$ cat src/rtl/ky32_store_buffer.sv
// ky32_store_buffer: posted-write buffer between the kythera32 store path
// and data memory. Stores enter a circular FIFO in one cycle. They drain to
// memory in order, one per cycle. Loads are compared against every queued
// entry so that a load never returns stale data.
//
// Handshakes:
//   store side  - a store is accepted on a rising edge where st_valid && st_ready.
//                 st_ready is !full and depends only on registered state.
//   memory side - a write completes on a rising edge where mem_we && mem_ready.
//                 mem_addr and mem_wdata are held while mem_we && !mem_ready.
//
// Optional feature macro: KY32_SB_FWD_EN
//   defined   - a matching load is forwarded from the youngest matching entry
//               (ld_hit/ld_data), and ld_conflict stays 0.
//   undefined - no forward mux. ld_conflict flags any match, ld_hit and
//               ld_data stay 0.
module ky32_store_buffer #(
    parameter int DEPTH = 4,
    parameter int AW    = 32,
    parameter int DW    = 32
) (
    input  logic                     clk,
    input  logic                     rst,
    input  logic                     st_valid,
    input  logic [AW-1:0]            st_addr,
    input  logic [DW-1:0]            st_data,
    output logic                     st_ready,
    input  logic [AW-1:0]            ld_addr,
    output logic                     ld_hit,
    output logic [DW-1:0]            ld_data,
    output logic                     ld_conflict,
    output logic                     mem_we,
    output logic [AW-1:0]            mem_addr,
    output logic [DW-1:0]            mem_wdata,
    input  logic                     mem_ready,
    output logic [$clog2(DEPTH):0]   count
);

    localparam int PW = $clog2(DEPTH);
    localparam int CW = PW + 1;

    logic [AW-1:0]    addr_q  [DEPTH];
    logic [DW-1:0]    data_q  [DEPTH];
    logic [DEPTH-1:0] valid_q;
    logic [PW-1:0]    wr_ptr;
    logic [PW-1:0]    rd_ptr;
    logic [CW-1:0]    count_q;

    logic full;
    logic empty;
    logic push;
    logic pop;
    logic [DEPTH-1:0] match_vec;

    // Occupancy flags and the two handshakes, all from registered state.
    always_comb begin
        full     = (count_q == CW'(DEPTH));
        empty    = (count_q == '0);
        st_ready = !full;
        mem_we   = !empty;
        push     = st_valid && !full;
        pop      = !empty && mem_ready;
    end

    // The memory side reads the oldest entry directly.
    assign mem_addr  = addr_q[rd_ptr];
    assign mem_wdata = data_q[rd_ptr];
    assign count     = count_q;

    // FIFO storage, pointers and occupancy. Reset discards all queued stores.
    always_ff @(posedge clk) begin
        if (rst) begin
            for (int i = 0; i < DEPTH; i++) begin
                addr_q[i] <= '0;
                data_q[i] <= '0;
            end
            valid_q <= '0;
            wr_ptr  <= '0;
            rd_ptr  <= '0;
            count_q <= '0;
        end else begin
            if (push) begin
                addr_q[wr_ptr]  <= st_addr;
                data_q[wr_ptr]  <= st_data;
                valid_q[wr_ptr] <= 1'b1;
                wr_ptr          <= wr_ptr + PW'(1);
            end
            // A push and a pop never target the same slot: a push needs
            // !full and a pop needs !empty.
            if (pop) begin
                valid_q[rd_ptr] <= 1'b0;
                rd_ptr          <= rd_ptr + PW'(1);
            end
            case ({push, pop})
                2'b10:   count_q <= count_q + CW'(1);
                2'b01:   count_q <= count_q - CW'(1);
                default: count_q <= count_q;
            endcase
        end
    end

    // Full-width address compare of the load against every valid entry.
    // Only registered contents are seen, so the entry leaving this cycle
    // still matches and the store arriving this cycle does not.
    always_comb begin
        for (int i = 0; i < DEPTH; i++) begin
            match_vec[i] = valid_q[i] && (addr_q[i] == ld_addr);
        end
    end

`ifdef KY32_SB_FWD_EN
    // Scan from oldest to youngest. The last match found is the youngest
    // store to that address, which is the data the load must see.
    always_comb begin
        logic [PW-1:0] scan_idx;
        ld_hit      = 1'b0;
        ld_data     = '0;
        ld_conflict = 1'b0;
        scan_idx    = '0;
        for (int i = 0; i < DEPTH; i++) begin
            scan_idx = rd_ptr + PW'(i);
            if (match_vec[scan_idx]) begin
                ld_hit  = 1'b1;
                ld_data = data_q[scan_idx];
            end
        end
    end
`else
    // Without forwarding, any match stalls the load until the store drains.
    always_comb begin
        ld_hit      = 1'b0;
        ld_data     = '0;
        ld_conflict = |match_vec;
    end
`endif

endmodule

$ cat config.mk
export PLATFORM = sky130hd
export DESIGN_NAME = ky32_store_buffer
export DESIGN_NICKNAME = d
export VERILOG_FILES = /design/src/rtl/ky32_store_buffer.sv
export SDC_FILE = /design/constraint.sdc
export NUM_CORES = 1
export LEC_CHECK = 0
export ABC_AREA = 0
export CELL_PAD_IN_SITES_DETAIL_PLACEMENT = 0
export CELL_PAD_IN_SITES_GLOBAL_PLACEMENT = 1
export CORE_MARGIN = 1
export CORE_UTILIZATION = 41
export DETAILED_ROUTE_END_ITERATION = 7
export PLACE_DENSITY_LB_ADDON = 0.1
export SLEW_MARGIN = 10
export SYNTH_ARGS = -nofsm -noshare
export SYNTH_HDL_FRONTEND = slang
export SYNTH_SLANG_ARGS = --single-unit
$ cat constraint.sdc
create_clock -name clk -period 2.7 [get_ports clk]
set_input_delay 0.27 -clock clk [delete_from_list [all_inputs] [get_ports clk]]
set_output_delay 0.27 -clock clk [all_outputs]
set_load 0.01 [all_outputs]
==> results by group <==
Synthesis
  – Largest family of logic cells by synthesized area: simple AND/OR/NAND/NOR gates
  – Netlist cell types: 33
  – Mapped Area: 0.0134 mm²
  – #FFs+latches synth: roughly 270
  – Yosys warnings: 0
  – Xor and xnor fraction of the mapped netlist area: 8.63%
  – Register area share after synthesis: around three fifths
  – Synth Area in Simple Gates: 15.2%
  – Cells after Synth: 904
  – Adder-Cell Fraction of Synth Area: less than 1%
  – Syn_area_per_cell: between 10 and 15 µm²
  – Mux contribution to synthesized area: between 10% and 20%
  – Post-synthesis compound-gate area fraction: 0.626%

Pwr
  – Static Leakage: about 6.3 nW
  – VDD IR max: slightly below 0.0005 V
  – Pwr/cell area: about 770 mW/mm²

Drt
  – Antenna Nets Post-Route: 0
  – Routed vias/inst: 4.92
  – WL final: 34.8 mm
  – Iteration-0 DRC Markers: ~540
  – Pre-antenna DRT Iters: 5
  – Post-DR wirelength/cell: 22.0 µm
  – DRC Markers: 0
  – Via count: 7789

Die
  – Initial core utilization: a little over two fifths
  – Io pins: around 200
  – Die Height: between 150 and 200 µm
  – Core ar.: between 0.03 and 0.04 mm²
  – Die Wd: 183 µm
  – Die area: between 0.03 and 0.04 mm²
  – Row count: 65

Worst setup path
  – CP Class: reg -> out
  – Crit. Startpoint: addr_q[3][13]
  – R2R cell count: 6
  – FF-to-FF setup slack: between 0.3 and 0.4 ns
  – Crit end category: output pin
  – Crit start category: flip-flop
  – CP Data Required Time: 2.43 ns
  – Crit path max fanout: 2
  – Reg2reg end: data_q[3][0]
  – R2r startpoint: count[2]
  – Worst Path Arrival: roughly 2.4 ns

Place
  – Placer congestion estimate: 0.857
  – Detailed Place HPWL: around 22 mm
  – I/O Buffers: ~170
  – Placed cell area: 0.0159 mm²
  – Dpl cells: 1526
  – Pre-CTS setup slack: -0.398 ns

Timing
  – Tcrit/Tclk final: 98.1%
  – Slew HR: a little over a third
  – Setup violators final: 0
  – Unrepaired setup endpoints after global routing: true
  – Min cycle time layout: around 2.6 ns
  – Pins Over Slew Limit: 0
  – Final WS setup: approximately 0.051 ns
  – Setup TNS: 0 ns
  – Hold Vio Cnt, Final: 0
  – Clock skew after layout: about 0.0090 ns
  – F_max: about 0.38 GHz
  – Worst-Margin Slew: about 0.97 ns

Min path
  – Endpoint, Worst Hold: data_q[0][31]
  – Worst hold stages: 2
  – Hold Path Class: in -> reg
  – Hold Crit Start: st_data[31]

GRT
  – First-pass GRT wire length: around 52 mm
  – Initial antenna violation count: 4
  – Total grt overflow: 0
  – Total Routing Usage GR: 21.3%
  – Pin count of the biggest net entering global routing: 65
  – Vias in the first global route: 8013

Cells and area
  – Area grow syn2layout: 26.4%
  – Nets: approximately 1200
  – Share of layout cells above drive strength 1: 17.1%
  – Fillers: roughly 2700
  – Register area: about 0.008 mm²
  – Fin area: 0.0169 mm²
  – Final Util: 53.1%
  – Layout Cells excl Fill: between 1500 and 2000
  – Area taken by multi-input logic gates: about 0.0051 mm²

Clocking
  – Hold-fix buffers, CTS: 0
  – CTS sink count: roughly 270
  – Root buffer cell: clkbuf_16
  – Post-CTS Setup Bufs: 0
  – CTS Buffer Depth: 3
  – Clk slew on worst S/H paths: 0.06 ns
  – # H-tree levels: 1
  – Skew-Pair Late Insertion Delay: about 0.55 ns
  – CTS Buf Count: 30
  – CTS tree: built

Outcome
  – Status: finished, final reports clean

Flow run
  – Max Cap Viol: 0
## critical path, cell delays in order (launching register included)
cell and delay, ns:
edfxtp_1 0.40, xor2_1 0.19, buf_4 0.17, nor4_4 0.28, buf_4 0.15, nand4_1 0.11
nor3_1 0.17, or4_4 0.16, clkdlybuf4s15_2 0.21
## layout make-up
cell class	count	share of cell area, %
clock inverters	9	0.384
well taps	435	3.21
repair buffers	233	13.8
inverters	8	0.177
diodes	3	0.0443
multi-input cells	581	30.2
flip-flops and latches	269	46.9
clock buffers	46	5.21
## stage by stage
| stage | power [mW] | hold WS, ns |
|---|---|---|
| after global routing | 13.6 | 0.427 |
| final | 13.0 | 0.437 |
| after CTS | 13.2 | 0.413 |
| after floorplan | 7.34 | 0.468 |
| after global placement | 9.17 | 0.509 |
| after detailed placement | 9.17 | 0.523 |
## timing repair
| action | CTS | global route |
|---|---|---|
| endpoints found under the setup margin | 9 | 3 |
| pin swaps | 3 | 0 |
| endpoints found under the hold margin | 0 | 0 |
| gates cloned | 0 | 0 |
| gates resized for setup | 17 | 3 |
## cells by family (layout without fill, tap and decap cells)
logic type / after synthesis / after routing
other: 1 / 36
AND/OR/NAND/NOR: 328 / 328
flip-flops: 269 / 269
AO/OA/AOI/OAI: 14 / 14
multiplexers: 64 / 64
XOR/XNOR: 132 / 132
buffers and inverters: 86 / 296
adder cells (fa/ha/maj): 10 / 10
## cell usage in the layout (no fill, tap or decap), types with 4 or more instances in the layout
cell and instances:
clkinv_1 4, and2_1 257, nor3_1 8, ha_1 9, a21oi_1 8, clkinv_2 4, buf_4 49, inv_1 7
nor4_2 5, nand3_1 8, nor4_1 20, buf_12 13, clkdlybuf4s50_1 168, dfxtp_1 11, clkbuf_8 5, a211oi_1 4
nand4_1 4, mux4_2 64, clkbuf_1 10, nor2_1 8, xor2_1 123, conb_1 33, edfxtp_1 256, clkbuf_16 31
xnor2_1 6
## flip-flops by register name, indices dropped and copies added (netlist names), named ones only
| signal | cells |
|---|---|
| count | 3 |
| valid_q | 4 |
| data_q | 128 |
| addr_q | 128 |
| rd_ptr | 2 |
| wr_ptr | 2 |
## synth_stat cells
| library cell | number | area, µm² |
|---|---|---|
| o21ai_0 | 1 | 5.00 |
| xor2_1 | 126 | 1100 |
| mux4_2 | 64 | 1440 |
| buf_2 | 7 | 35.0 |
| inv_2 | 1 | 3.75 |
| nor2_2 | 1 | 6.26 |
| buf_4 | 33 | 248 |
| conb_1 | 1 | 3.75 |
| nor2_1 | 8 | 30.0 |
| and2_1 | 257 | 1610 |
| nor3_1 | 8 | 40.0 |
| a21oi_1 | 8 | 40.0 |
| a211oi_1 | 4 | 30.0 |
| fa_1 | 1 | 20.0 |
| or3_1 | 2 | 12.5 |
| ha_1 | 9 | 113 |
| or2_1 | 3 | 18.8 |
| inv_1 | 7 | 26.3 |
| nor4_1 | 28 | 175 |
| or3b_4 | 1 | 11.3 |
| and2_4 | 1 | 8.76 |
| nand3_1 | 8 | 40.0 |
| edfxtp_1 | 256 | 7690 |
| xnor2_1 | 6 | 52.6 |
| dfxtp_1 | 13 | 260 |
| nor3_2 | 3 | 30.0 |
| a31o_2 | 1 | 8.76 |
| clkbuf_1 | 19 | 71.3 |
| nand4_1 | 4 | 25.0 |
| nand2_1 | 2 | 7.51 |
| nand2b_4 | 1 | 13.8 |
| buf_6 | 19 | 214 |
| or4_1 | 1 | 7.51 |
## worst max-delay path by stage
stage / endpoint / cells after the start
2_1_floorplan: addr_q[2][0] / 7
3_3_place_gp: ld_conflict / 8
3_5_place_dp: ld_conflict / 7
4_1_cts: ld_conflict / 8
5_1_grt: ld_conflict / 7
6_report: ld_conflict / 8
## metal layers
| layer | track usage [%] | share of wire [%] | vias up |
|---|---|---|---|
| met5 | 0 | 0 | - |
| met4 | 6.90 | 2.9 | 0 |
| met3 | 4.75 | 6.9 | 50 |
| li1 | - | - | 3638 |
| met2 | 34.4 | 47 | 245 |
| met1 | 28.6 | 43 | 3856 |
## report_power, final
group	leakage (nW)	total [mW]	switching, mW	internal [mW]
clock network	0.466	3.94	1.62	2.32
registers	2.77	5.31	0.245	5.06
logic	3.07	3.76	1.75	2.00
total	6.30	13.0	3.62	9.39
No activity file was read; power rests on OpenSTA's default activity.
